<file path="config.mk">
export PLATFORM = sky130hd
export DESIGN_NAME = demux16_stream
export DESIGN_NICKNAME = d
export VERILOG_FILES = /design/src/rtl/demux16_stream.sv
export SDC_FILE = /design/constraint.sdc
export NUM_CORES = 1
export LEC_CHECK = 0
export CELL_PAD_IN_SITES_DETAIL_PLACEMENT = 0
export CELL_PAD_IN_SITES_GLOBAL_PLACEMENT = 1
export CORE_ASPECT_RATIO = 0.75
export CORE_MARGIN = 2
export CORE_UTILIZATION = 43
export DETAILED_ROUTE_END_ITERATION = 10
export HOLD_SLACK_MARGIN = 0.03
export PLACE_DENSITY = 0.9
export SYNTH_ARGS = -nofsm -noshare
export SYNTH_HDL_FRONTEND = slang
export SYNTH_SLANG_ARGS = --single-unit
</file>
<file path="constraint.sdc">
create_clock -name clk -period 2.8 [get_ports clk]
set_input_delay 0.56 -clock clk [delete_from_list [all_inputs] [get_ports clk]]
set_output_delay 0.56 -clock clk [all_outputs]
set_load 0.02 [all_outputs]
</file>
<file path="src/rtl/demux16_stream.sv">
// 1-to-2 buffered stream demux: each word goes to one of two FIFOs chosen by in_select; 1-cycle latency.
// in_ready drops when the selected FIFO is full. Define DEMUX_COUNT_EN to add the per-output pop counters.

module demux16_stream_fifo #(
  parameter int WIDTH = 16,
  parameter int DEPTH = 2,
  parameter int AW    = 1
) (
  input  logic             clk,
  input  logic             rst,
  input  logic             wr_valid,
  input  logic [WIDTH-1:0] wr_data,
  output logic             wr_ready,
  output logic             rd_valid,
  output logic [WIDTH-1:0] rd_data,
  input  logic             rd_ready
);
  localparam logic [AW:0] FULL_OCC = (AW+1)'(DEPTH);

  logic [WIDTH-1:0] mem [DEPTH];
  logic [AW-1:0]    wr_ptr;
  logic [AW-1:0]    rd_ptr;
  logic [AW:0]      occ;
  logic             push;
  logic             pop;

  // Full is judged on current occupancy only, so a popping full FIFO still refuses.
  assign wr_ready = (occ != FULL_OCC);
  assign rd_valid = (occ != '0);
  assign rd_data  = mem[rd_ptr];
  assign push     = wr_valid && wr_ready;
  assign pop      = rd_valid && rd_ready;

  always_ff @(posedge clk or posedge rst) begin
    if (rst) begin
      wr_ptr <= '0;
      rd_ptr <= '0;
      occ    <= '0;
      for (int i = 0; i < DEPTH; i++) begin
        mem[i] <= '0;
      end
    end else begin
      if (push) begin
        mem[wr_ptr] <= wr_data;
        wr_ptr      <= wr_ptr + 1'b1;
      end
      if (pop) begin
        rd_ptr <= rd_ptr + 1'b1;
      end
      case ({push, pop})
        2'b10:   occ <= occ + 1'b1;
        2'b01:   occ <= occ - 1'b1;
        default: occ <= occ;
      endcase
    end
  end
endmodule

module demux16_stream #(
  parameter int WIDTH = 16,
  parameter int DEPTH = 2,
  parameter int AW    = 1
) (
  input  logic             clk,
  input  logic             rst,
  input  logic [WIDTH-1:0] in_data,
  input  logic             in_select,
  input  logic             in_valid,
  output logic             in_ready,
  output logic [WIDTH-1:0] out0_data,
  output logic             out0_valid,
  input  logic             out0_ready,
  output logic [WIDTH-1:0] out1_data,
  output logic             out1_valid,
  input  logic             out1_ready
`ifdef DEMUX_COUNT_EN
  ,
  output logic [15:0]      out0_count,
  output logic [15:0]      out1_count
`endif
);
  logic wr_ready0;
  logic wr_ready1;

  assign in_ready = in_select ? wr_ready1 : wr_ready0;

  demux16_stream_fifo #(.WIDTH(WIDTH), .DEPTH(DEPTH), .AW(AW)) u_fifo0 (
    .clk      (clk),
    .rst      (rst),
    .wr_valid (in_valid && !in_select),
    .wr_data  (in_data),
    .wr_ready (wr_ready0),
    .rd_valid (out0_valid),
    .rd_data  (out0_data),
    .rd_ready (out0_ready)
  );

  demux16_stream_fifo #(.WIDTH(WIDTH), .DEPTH(DEPTH), .AW(AW)) u_fifo1 (
    .clk      (clk),
    .rst      (rst),
    .wr_valid (in_valid && in_select),
    .wr_data  (in_data),
    .wr_ready (wr_ready1),
    .rd_valid (out1_valid),
    .rd_data  (out1_data),
    .rd_ready (out1_ready)
  );

`ifdef DEMUX_COUNT_EN
  always_ff @(posedge clk or posedge rst) begin
    if (rst) begin
      out0_count <= '0;
      out1_count <= '0;
    end else begin
      if (out0_valid && out0_ready) out0_count <= out0_count + 16'd1;
      if (out1_valid && out1_ready) out1_count <= out1_count + 16'd1;
    end
  end
`endif
endmodule

</file>
== Word-level counts from Yosys, hierarchy flattened ==
Index checks and enable logic that the tools add are counted.
Word-level totals
  bits of input ports: 22
  bits in latches: 0
  word-level logic and storage cells: 62
  flip-flop bits (word level): 72
  output and inout port bits: 35
  RAM bits: 0
  bits in read-only memories: 0
  memories: 0
Cells by class
  eq/ne operators: 6
  $add $sub $neg: 8
  divide/modulo/power cells: 0
  reduce and logical (&&, ||, !) cells: 13
  multipliers: 0
  bitwise gates (word level): 4
  muxes and demuxes: 15
  order comparisons: 6
  shift-type cells: 0
Operators by type and width (count)
  $mux W16: 8
  $bwmux W32: 2
  $demux W16 S1: 2
  $ge A2 B2 Y1 const B: 4
  $logic_and A1 B1 Y1: 8
  $not A1 Y2: 4
  $pmux W2 S2: 2
  $reduce_bool A2 Y1: 4
  $add A1 B1 Y1 const B: 4
  $add A2 B1 Y2 const B: 2
  $eq A2 B1 Y1 const B: 2
  $eq A2 B2 Y1 const B: 2
  $lt A2 B1 Y1 const B: 2
  $ne A2 B2 Y1 const B: 2
  $sub A2 B1 Y2 const B: 2
  $logic_not A1 Y1: 1
  $mux W1: 1

== Depth between registers and ports, before layout ==
  word-level depth: 6
  mapped depth: 6
  gate-level depth less buffers: 6

== Hierarchy ==
From an unflattened synthesis, not the netlist that was laid out.
Second synthesis, totals
  cells, all modules: 209
  area, all modules: 3331.9 um^2
Modules (own cells, without submodules)
  demux16_stream_fifo: instances 2, seq. area each 900.9 um^2, area an instance 1650.3 um^2, cells each 103
  demux16_stream: instances 1, seq. area each 0.0 um^2, area an instance 31.3 um^2, cells each 3

== Worst setup path after synthesis ==
Ideal clock, no wire load.
  path kind: reg-to-output
  start point: register u_fifo1.rd_ptr
  end point: output port out1_data[10]
  arrival time: 1.377 ns
  slack: 0.863 ns
  data required time: 2.240 ns
  path buffers: 2
  cell stages (with the launch flop): 4
  cells stage by stage: dfrtp_1 -> clkbuf_1 -> buf_1 -> mux2_2
On the way
  longest elaborated chain between the ends: 4
RTL lines
  start: declaration: line 22  | logic [AW-1:0] rd_ptr;
  start signal: assignment: line 48  | rd_ptr <= rd_ptr + 1'b1;
  $not A1 Y2 (implied by the code): line 30  | assign rd_data = mem[rd_ptr];
  $mux W16 (implied by the code) (3 in a row): line 30
  end: declaration: line 73  | output logic [WIDTH-1:0] out1_data,
No other way between the ends. The select of a mux whose other input is x is not followed.

== Final worst setup path ==
  start point: input port in_select
  end point: output port in_ready
On the way
  longest elaborated chain between the ends: 1
RTL lines
  start: declaration: line 67  | input logic in_select,
  $mux W1: line 85  | assign in_ready = in_select ? wr_ready1 : wr_ready0;
  end: declaration: line 69  | output logic in_ready,
No other way between the ends.

==> summary.md <==
| Metric | Value |
|---|---|
| Antenna-violating nets left | `0` |
| Post-synthesis sequential area ratio | `56.21%` |
| Post-synth EDFFs | `0` |
| Avg Vias per Cell | `4.793` |
| Total CTS buffers | `9` |
| Yosys warnings | `0` |
| CTS clk-pin slew, worst paths | `70 ps` |
| Status | `finished, final reports clean` |
| Seq cells post-synth | `72` |
| Slew Limit Fails | `0` |
| WP data required | `2240 ps` |
| Commonest non-fill, non-tap cell in the layout | `mux2_2` |
| CTS tree | `done` |
| Chip width | `103.7 um` |
| Leakage | `1.769 nW` |
| CTS Buffer Depth | `2` |
| Path depth of the worst reg2reg path | `5` |
| Leading cell types in the layout, fill and taps excluded | `mux2_2, dfrtp_1, clkdlybuf4s50_1` |
| Syn Area/Cell | `15.26 sq um` |
| Num rows | `27` |
| I/O Pins | `57` |
| Area added between synthesis and finish | `29.12%` |
| Initial antenna violation count | `0` |
| Synthesized area | `0.003206 sq mm` |
| Post-CTS Resized | `0` |
| ANT cells | `0` |
| Wire length per cell | `15.47 um` |
| Top cell type's share of synthesized area | `56.21%` |
| All-Layer GR Usage | `15.86%` |
| Crit path max fanout | `6` |
| Final std cells w/o fill | `386` |
| Clock latency on the worst-skew pair | `350 ps` |
| Hold depth | `1` |
| Global placement routability congestion | `0.7449` |
| Vias in the first global route | `1902` |
| Drt pass-1 iters | `3` |
| Met1 Usage GRT | `21.42%` |
| Cell Pwr Density | `1297 mW/mm^2` |
| Cells after DPL | `370` |
| Top_reg_cell synth | `dfrtp_1` |
| GRT Residual Overflow | `0` |
| Post-DP HPWL | `4090 um` |
| Starting density of the core | `43.93%` |
| GR peak layer | `met2` |
| Setup CP Type | `in -> out` |
| Area leader, netlist | `dfrtp_1` |
| Max_cap viols | `0` |
| Syn nets | `234` |
| Clock Sink Count | `72` |
| Largest net degree at the start of global routing | `73` |
| Htree depth | `3` |
| First-pass GRT wire length | `9777 um` |
| Actual slew at the worst max-slew pin | `382.4 ps` |
| VDD IR-drop max | `0.5096 mV` |
| Synth area leaders | `dfrtp_1, mux2_2, mux2_4, xnor2_1, xor2_1` |
| Crit. End Element | `output pin` |
| Arr. time, crit path | `1900 ps` |
| IO Port Bufs | `56` |
| Die H | `78.78 um` |
| GRT met3 Usage | `6.568%` |
| Met2 Resource Use GR | `23.31%` |
| Final #Nets | `304` |
| Normalized max-slew margin | `74.51%` |
| Fin Clk Skew | `7.301 ps` |
| Hold violation count in the final report | `0` |
| WL final | `5973 um` |
| # Post-CTS Setup Buffers | `0` |
| Fraction of registers with async set/reset | `100.0%` |
| Vias | `1850` |
| Setup-failing EPs final | `0` |
| Die area | `0.008169 sq mm` |
| Core Region | `0.007297 sq mm` |
| Gate Count Post-Synth | `210` |
| Sum Neg Setup Slack | `0 ps` |
| Worst hold path class | `reg -> reg` |
| Drc violations | `0` |
| # hold bufs at CTS | `0` |
| Ratio of cells with drive above 1 in the final layout | `44.21%` |
| Max Freq | `406.3 MHz` |
| Nature of the critical path startpoint | `input pin` |
| Tmin final | `2461 ps` |
| Unrepaired setup endpoints after global routing | `false` |
| Unique cell type count in the Yosys netlist | `23` |
| Iter 0 DRT Violations | `67` |
| Clock Tree Root | `clkbuf_8` |
| Period utilization | `87.90%` |
## cells in the mapped netlist, types with 3 or more instances
master,instances
nor2_1,3
nand2b_1,4
clkbuf_1,3
dfrtp_1,72
xnor2_1,6
buf_2,4
mux2_2,84
mux2_4,10
xor2_1,4
## critical path: stages
cell and delay (ps):
clkdlybuf4s50_1 550, nor2_1 70, a21oi_1 110, clkdlybuf4s50_1 610
## stage by stage
| step | power (mW) | hold slack (ps) | area [sq um] | util [%] | worst slack, ps |
|---|---|---|---|---|---|
| 2_1_floorplan | 3.574 | 458.5 | 3206 | - | 415.1 |
| 3_3_place_gp | 4.599 | 467.7 | 3955 | 54.20 | 348.1 |
| 3_5_place_dp | 4.652 | 481.3 | 3955 | 54.20 | 343.3 |
| 4_1_cts | 5.442 | 499.2 | 4139 | 56.72 | 342.5 |
| 5_1_grt | 5.691 | 513.3 | 4139 | 56.72 | 279.3 |
| 6_report | 5.367 | 502.6 | 4139 | 56.72 | 338.9 |
## metal layers
layer / routed length, um / share of wire, %
met5: 0 / 0
met4: 51 / 0.85
met3: 313 / 5.2
met2: 2654 / 44
met1: 2953 / 49
## final timing paths
path	startpoint	to	slack [ps]
worst max register to register	u_fifo0.occ[1]	u_fifo0.occ[1]	1140
min in group asynchronous	rst	u_fifo0.mem[18]	620
worst min-delay path	u_fifo1.mem[0]	u_fifo1.mem[0]	500
worst max-delay path	in_select	in_ready	340
worst min register to register	u_fifo1.mem[0]	u_fifo1.mem[0]	500
max in group asynchronous	rst	u_fifo1.mem[29]	1880
## logic make-up (layout without fill, tap and decap cells)
group	Yosys count	count (layout)	synth area share (%)
xor gates and xnor gates	10	10	2.732
AOI/OAI and AO/OA	1	1	0.1560
muxes	96	96	34.89
buffers and inverters	10	85	1.561
and+or+nand+nor	19	19	3.669
DFF	72	72	56.21
adders and majority gates	2	2	0.7805
## state kept, by name (all words and copies together) (netlist names)
name and cells:
u_fifo1.mem 32, u_fifo0.occ 2, u_fifo0.rd_ptr 1, u_fifo0.mem 32, u_fifo1.rd_ptr 1, u_fifo1.wr_ptr 1, u_fifo1.occ 2, u_fifo0.wr_ptr 1
## cell type report
cell class / instances / area, sq um
sequential: 72 / 1802
clock buffer: 13 / 168.9
multi-input combinational: 128 / 1360
tap: 101 / 126.4
inverter: 1 / 3.754
clock inverter: 3 / 15.01
fill: 611 / 3158
timing repair buffer: 68 / 663.1
## where the power goes
group	internal [mW]	total, mW	switching [mW]
clock network	0.390	0.764	0.373
logic	1.59	2.75	1.16
registers	1.58	1.85	0.279
Power figures use the tool's default switching activity.
